$ cat config.mk
export PLATFORM = sky130hd
export DESIGN_NAME = mmu_cache_clear_seq
export DESIGN_NICKNAME = d
export VERILOG_FILES = /design/src/rtl/mmu_pkg.sv /design/src/rtl/mmu_clr_arb.sv /design/src/rtl/mmu_cache_clear_seq.sv
export SDC_FILE = /design/constraint.sdc
export NUM_CORES = 1
export LEC_CHECK = 0
export ABC_CLOCK_PERIOD_IN_PS = 1700
export CAP_MARGIN = 20
export CORE_MARGIN = 4
export CORE_UTILIZATION = 45
export CTS_CLUSTER_DIAMETER = 100
export DETAILED_ROUTE_END_ITERATION = 8
export GPL_ROUTABILITY_DRIVEN = 0
export GPL_TIMING_DRIVEN = 0
export PLACE_DENSITY = 0.72
export SYNTH_ARGS = -nofsm -noshare
export SYNTH_HDL_FRONTEND = slang
export SYNTH_HIERARCHICAL = 1
export SYNTH_SLANG_ARGS = --single-unit
$ cat constraint.sdc
create_clock -name sysclk -period 1.7 [get_ports sysclk]
set_input_delay 0.34 -clock sysclk [delete_from_list [all_inputs] [get_ports sysclk]]
set_output_delay 0.34 -clock sysclk [all_outputs]
set_load 0.05 [all_outputs]
$ cat src/rtl/mmu_pkg.sv
// Shared definitions for the cache tag clear sequencer: FSM state encoding
// and the tag RAM clear-address width.
package mmu_pkg;

    // Width of the clear address bus (covers the largest supported DEPTH).
    localparam int ADDR_W = 11;

    // Width of the CPU starve counter (covers STARVE_LIM up to 15).
    localparam int STARVE_W = 4;

    // Sequencer states: idle, walking the tag RAM, and the one-cycle finish slot.
    typedef enum logic [1:0] {
        IDLE  = 2'd0,
        CLEAR = 2'd1,
        FIN   = 2'd2
    } clr_state_e;

endpackage : mmu_pkg

$ cat src/rtl/mmu_clr_arb.sv
// Per-cycle tag RAM owner decision during a clear: the CPU wins until it has
// taken STARVE_LIM consecutive slots, then the clear gets one write slot.
module mmu_clr_arb
    import mmu_pkg::*;
#(
    parameter int STARVE_LIM = 4
) (
    input  logic clk,
    input  logic rst_n,
    input  logic in_clear_i,
    input  logic cpu_req_i,
    output logic cpu_gnt_o,
    output logic clr_wr_o
);

    localparam logic [STARVE_W-1:0] LIM = STARVE_W'(STARVE_LIM);

    logic [STARVE_W-1:0] starve_q, starve_d;

    // Grant decision, combinational from the starve count and the CPU request.
    always_comb begin
        // NOTE: every output gets a default first so no path can infer a latch.
        cpu_gnt_o = 1'b0;
        clr_wr_o  = 1'b0;
        if (in_clear_i) begin
            cpu_gnt_o = cpu_req_i && (starve_q < LIM);
            clr_wr_o  = !cpu_gnt_o;
        end else begin
            // Outside a clear the CPU has the RAM whenever it asks, except in reset.
            cpu_gnt_o = cpu_req_i && rst_n;
        end
    end

    // Starve count: counts CPU wins within a clear, cleared by any clear write.
    always_comb begin
        starve_d = starve_q;
        if (!in_clear_i || clr_wr_o) begin
            starve_d = '0;
        end else if (cpu_gnt_o) begin
            starve_d = starve_q + STARVE_W'(1);
        end
    end

    // Starve count register.
    always_ff @(posedge clk or negedge rst_n) begin
        // NOTE: asynchronous active-low reset; state updates use non-blocking
        // assignments so all registers see pre-edge values.
        if (!rst_n) begin
            starve_q <= '0;
        end else begin
            starve_q <= starve_d;
        end
    end

endmodule : mmu_clr_arb

$ cat src/rtl/mmu_cache_clear_seq.sv
// Cache tag clear sequencer: on a clear request walks every tag entry,
// writing the invalid pattern, while sharing the tag RAM with the CPU.
module mmu_cache_clear_seq
    import mmu_pkg::*;
#(
    parameter int DEPTH      = 2048,
    parameter int STARVE_LIM = 4
) (
    input  logic              sysclk,
    input  logic              sys_rst_n,
    input  logic              CLR_REQ,
    input  logic              CPU_REQ,
    output logic              CPU_GNT,
    output logic [ADDR_W-1:0] CA_10_0,
    output logic              CWR,
    output logic              CCLR_n,
    output logic              BUSY,
    output logic              DONE
);

    localparam logic [ADDR_W-1:0] LAST_ADDR = ADDR_W'(DEPTH - 1);

    clr_state_e        state_q, state_d;
    logic [ADDR_W-1:0] addr_q, addr_d;
    logic              pend_q, pend_d;
    logic              clr_wr;
    logic              cpu_gnt;

    mmu_clr_arb #(
        .STARVE_LIM (STARVE_LIM)
    ) u_arb (
        .clk        (sysclk),
        .rst_n      (sys_rst_n),
        .in_clear_i (state_q == CLEAR),
        .cpu_req_i  (CPU_REQ),
        .cpu_gnt_o  (cpu_gnt),
        .clr_wr_o   (clr_wr)
    );

    // Next state, clear address and pending-request flag.
    always_comb begin
        state_d = state_q;
        addr_d  = addr_q;
        pend_d  = pend_q;
        unique case (state_q)
            IDLE: begin
                if (CLR_REQ) begin
                    state_d = CLEAR;
                    addr_d  = '0;
                end
            end
            CLEAR: begin
                // Requests during a walk collapse into a single restart.
                if (CLR_REQ) begin
                    pend_d = 1'b1;
                end
                if (clr_wr) begin
                    if (addr_q == LAST_ADDR) begin
                        state_d = FIN;
                    end else begin
                        addr_d = addr_q + ADDR_W'(1);
                    end
                end
            end
            FIN: begin
                // A request seen during the walk or in this slot restarts at once.
                if (pend_q || CLR_REQ) begin
                    state_d = CLEAR;
                    addr_d  = '0;
                    pend_d  = 1'b0;
                end else begin
                    state_d = IDLE;
                end
            end
            default: begin
                state_d = IDLE;
            end
        endcase
    end

    // Sequencer registers; a reset abandons any walk in progress.
    always_ff @(posedge sysclk or negedge sys_rst_n) begin
        if (!sys_rst_n) begin
            state_q <= IDLE;
            addr_q  <= '0;
            pend_q  <= 1'b0;
        end else begin
            state_q <= state_d;
            addr_q  <= addr_d;
            pend_q  <= pend_d;
        end
    end

    assign CPU_GNT = cpu_gnt;
    assign CWR     = clr_wr;
    assign CCLR_n  = ~clr_wr;
    assign CA_10_0 = clr_wr ? addr_q : '0;
    assign BUSY    = (state_q != IDLE);
    assign DONE    = (state_q == FIN);

endmodule : mmu_cache_clear_seq

==> metrics <==
max-slew violations=0; Yosys top cell by area=dfrtp_1; most frequently used cell type in the post-synthesis netlist=dfrtp_1; Iter 0 DRT Violations=26; Placement Cell Area=1310 um2; WL/cell=15.7 um; Yosys top cell area share=0.447; syn_area_per_cell=9.00 um2; Max clock buf depth=2; top sig layer=met4; Post-Synth Simple-Gate Area=0.299; # diodes=0; worst r2r src=state_q[1]; Root Buffer=clkbuf_4; critical path class=reg -> out; Post-Route WL=2970 um; synth cell count leaders=dfrtp_1, nor2_1, and2_1; vias=1055; Clk Latency, worst-skew pair=290 ps; TritonCTS clock tree=built; Routed met2 length=~1600 um; Most used DFF post-synth=dfrtp_1; placed cells=158; Die Height=55.3 um; Worst setup EP type=output port; die width=55.3 um; PwrDens=967 nW/um2; run status=finished, violations left; P&R area growth vs syn=63.6%; depth of the CTS H-tree=1; XOR/XNOR share of the synthesized area=0; CTS Buf Count=3; Req. time, crit path=~1400 ps; clk_skew=between 10 and 15 ps; worst reg2reg setup slack=-350 ps; Synth Area in Compound Gates=0.181; Setup TNS Final=-7160 ps; Post-synth ARST share=1.00; CORE AREA=2040 um2; drt via density=5.58; Total Routing Usage GR=0.190; post-route minimum period=around 2100 ps; Post-Synthesis Cells=roughly 110; DRT Pass-1 Iters=4; Final Hold Fails=0; Flop pwr share=0.376; switching pwr=0.650 mW; Worst R2R End=addr_q[9]; synthesized area=roughly 1000 um2; share of power burned in combinational logic=0.458; Worst EP arrival=1750 ps; first-pass GRT wire length=roughly 4700 um; Sw Ratio=0.407; routed metal-1 wirelength=1230 um; largest net degree at the start of global routing=20; full die area=3060 um2; peak supply drop=801 uV; Max Freq=~480 MHz; layout cells sized above 1=0.457; Synth cell types=35; final net count=169; post-synthesis sequential area ratio=0.447; Filler Cell Count=132; Final WS setup=-390 ps; Reg clk slew, reported paths=roughly 110 ps; Mapped Nets=118; wire length on met3=98 um; worst r2r path cells=10; Antenna Nets Post-Route=0; final setup fails=26; drt drc=0; Initial Utilization=0.494; TritonCTS Sinks=18; Clk pwr share=0.166; synth top area cells=dfrtp_1, and2_1, nor2_1; Core Rows=16; failing checks=negative setup slack; YS warnings=6; RSZ-0062 raised after global routing=true; antenna violations before repair=0; non-filler cells, final=189; Yosys reg bits=18; Post-synth EDFFs=0; adder-cell share of the synthesized area=0.0248; Pleak=0.773 nW; largest family of logic cells by synthesized area=simple AND/OR/NAND/NOR gates; fin util=0.808; Boundary Pins=20; Final Cycle Share=1.23; post-synthesis mux area share=0.00993; Max-Cap Viols=0; CP Launch Type=flip-flop; HPWL Detailed=1660 um; crit-path max FO=6; vias in the first global route=between 1000 and 1500; grt total ovfl=0; Hold WC Path Type=in -> async; Finished Cell Area=1650 um2; PortBufs=19; Int Power=0.946 mW
[through the flow]
step / power (mW) / setup slack [ps] / hold slack [ps]
5_1_grt: 1.69 / -490 / 87.0
4_1_cts: 1.56 / -406 / 94.4
3_5_place_dp: 1.21 / -1180 / 427
2_1_floorplan: 1.03 / -687 / 44.4
6_report: 1.60 / -390 / 67.4
3_3_place_gp: 1.20 / -1080 / 418
[flip-flops by register name, summed over array words and instances (netlist names)]
name / count
addr_q: 11
pend_q: 1
u_arb/starve_q: 4
state_q: 2
[worst max-delay path by stage]
stage | start | to | slack (ps) | cells past startpoint
finish | state_q[1] | CA_10_0[6] | -390 | 7
global route | state_q[1] | CA_10_0[1] | -490 | 7
CTS | state_q[1] | CA_10_0[1] | -410 | 7
detailed placement | sys_rst_n | CPU_GNT | -1180 | 4
global placement | sys_rst_n | CPU_GNT | -1080 | 4
floorplan | state_q[1] | CA_10_0[0] | -690 | 6
[what timing repair did]
action | 4_1_cts | 5_1_grt
resized for setup | 125 | 22
hold buffers | 0 | 0
pin swaps | 7 | 5
cloned | 2 | 0
endpoints found under the setup margin | 27 | 29
setup buffers | 22 | 8
[cell usage in the layout, fill, tap and decap left out, drive strengths merged, types with 6 or more instances in the layout]
cell type | synthesis | routed
buf | 1 | 44
dfrtp | 18 | 18
nor2 | 11 | 11
and2 | 10 | 10
o21ai | 8 | 8
nand2 | 7 | 7
a31oi | 6 | 6
inv | 7 | 6
[worst max-delay path, stage by stage (launching register included)]
cell	delay, ps
dfrtp_1	400
nand2b_4	150
inv_4	50
a21boi_4	190
buf_8	130
clkinvlp_4	210
nor2_4	150
buf_6	160
[power groups by stage]
| stage | sequential (mW) | combinational [mW] | clock, mW |
|---|---|---|---|
| final | 0.600 | 0.731 | 0.265 |
| after global routing | 0.618 | 0.782 | 0.292 |
| after CTS | 0.594 | 0.692 | 0.270 |
| after detailed placement | 0.603 | 0.607 | 0 |
| after global placement | 0.601 | 0.600 | 0 |
| after floorplan | 0.578 | 0.448 | 0 |
[final cells by class]
class                      count  area (um2)  share of cell area
tap                           27        33.8              0.0205
timing repair buffer          46         467               0.283
clock buffer                   4        36.3              0.0220
multi-input combinational     85         603               0.365
sequential                    18         452               0.274
buffer                         2        26.3              0.0159
inverter                       7        32.5              0.0197
[layer usage]
layer,track usage,vias to the layer above
met2,0.351,33
li1,-,505
met4,0.0556,0
met1,0.220,513
met5,0,-
met3,0.0326,4
[kinds of logic after synthesis]
kind of cell,count (synthesis)
compound gates,28
mux,1
buf+inv,9
simple gates,53
other cells,1
flops,18
fa+ha+maj,2
Power figures use the tool's default switching activity.
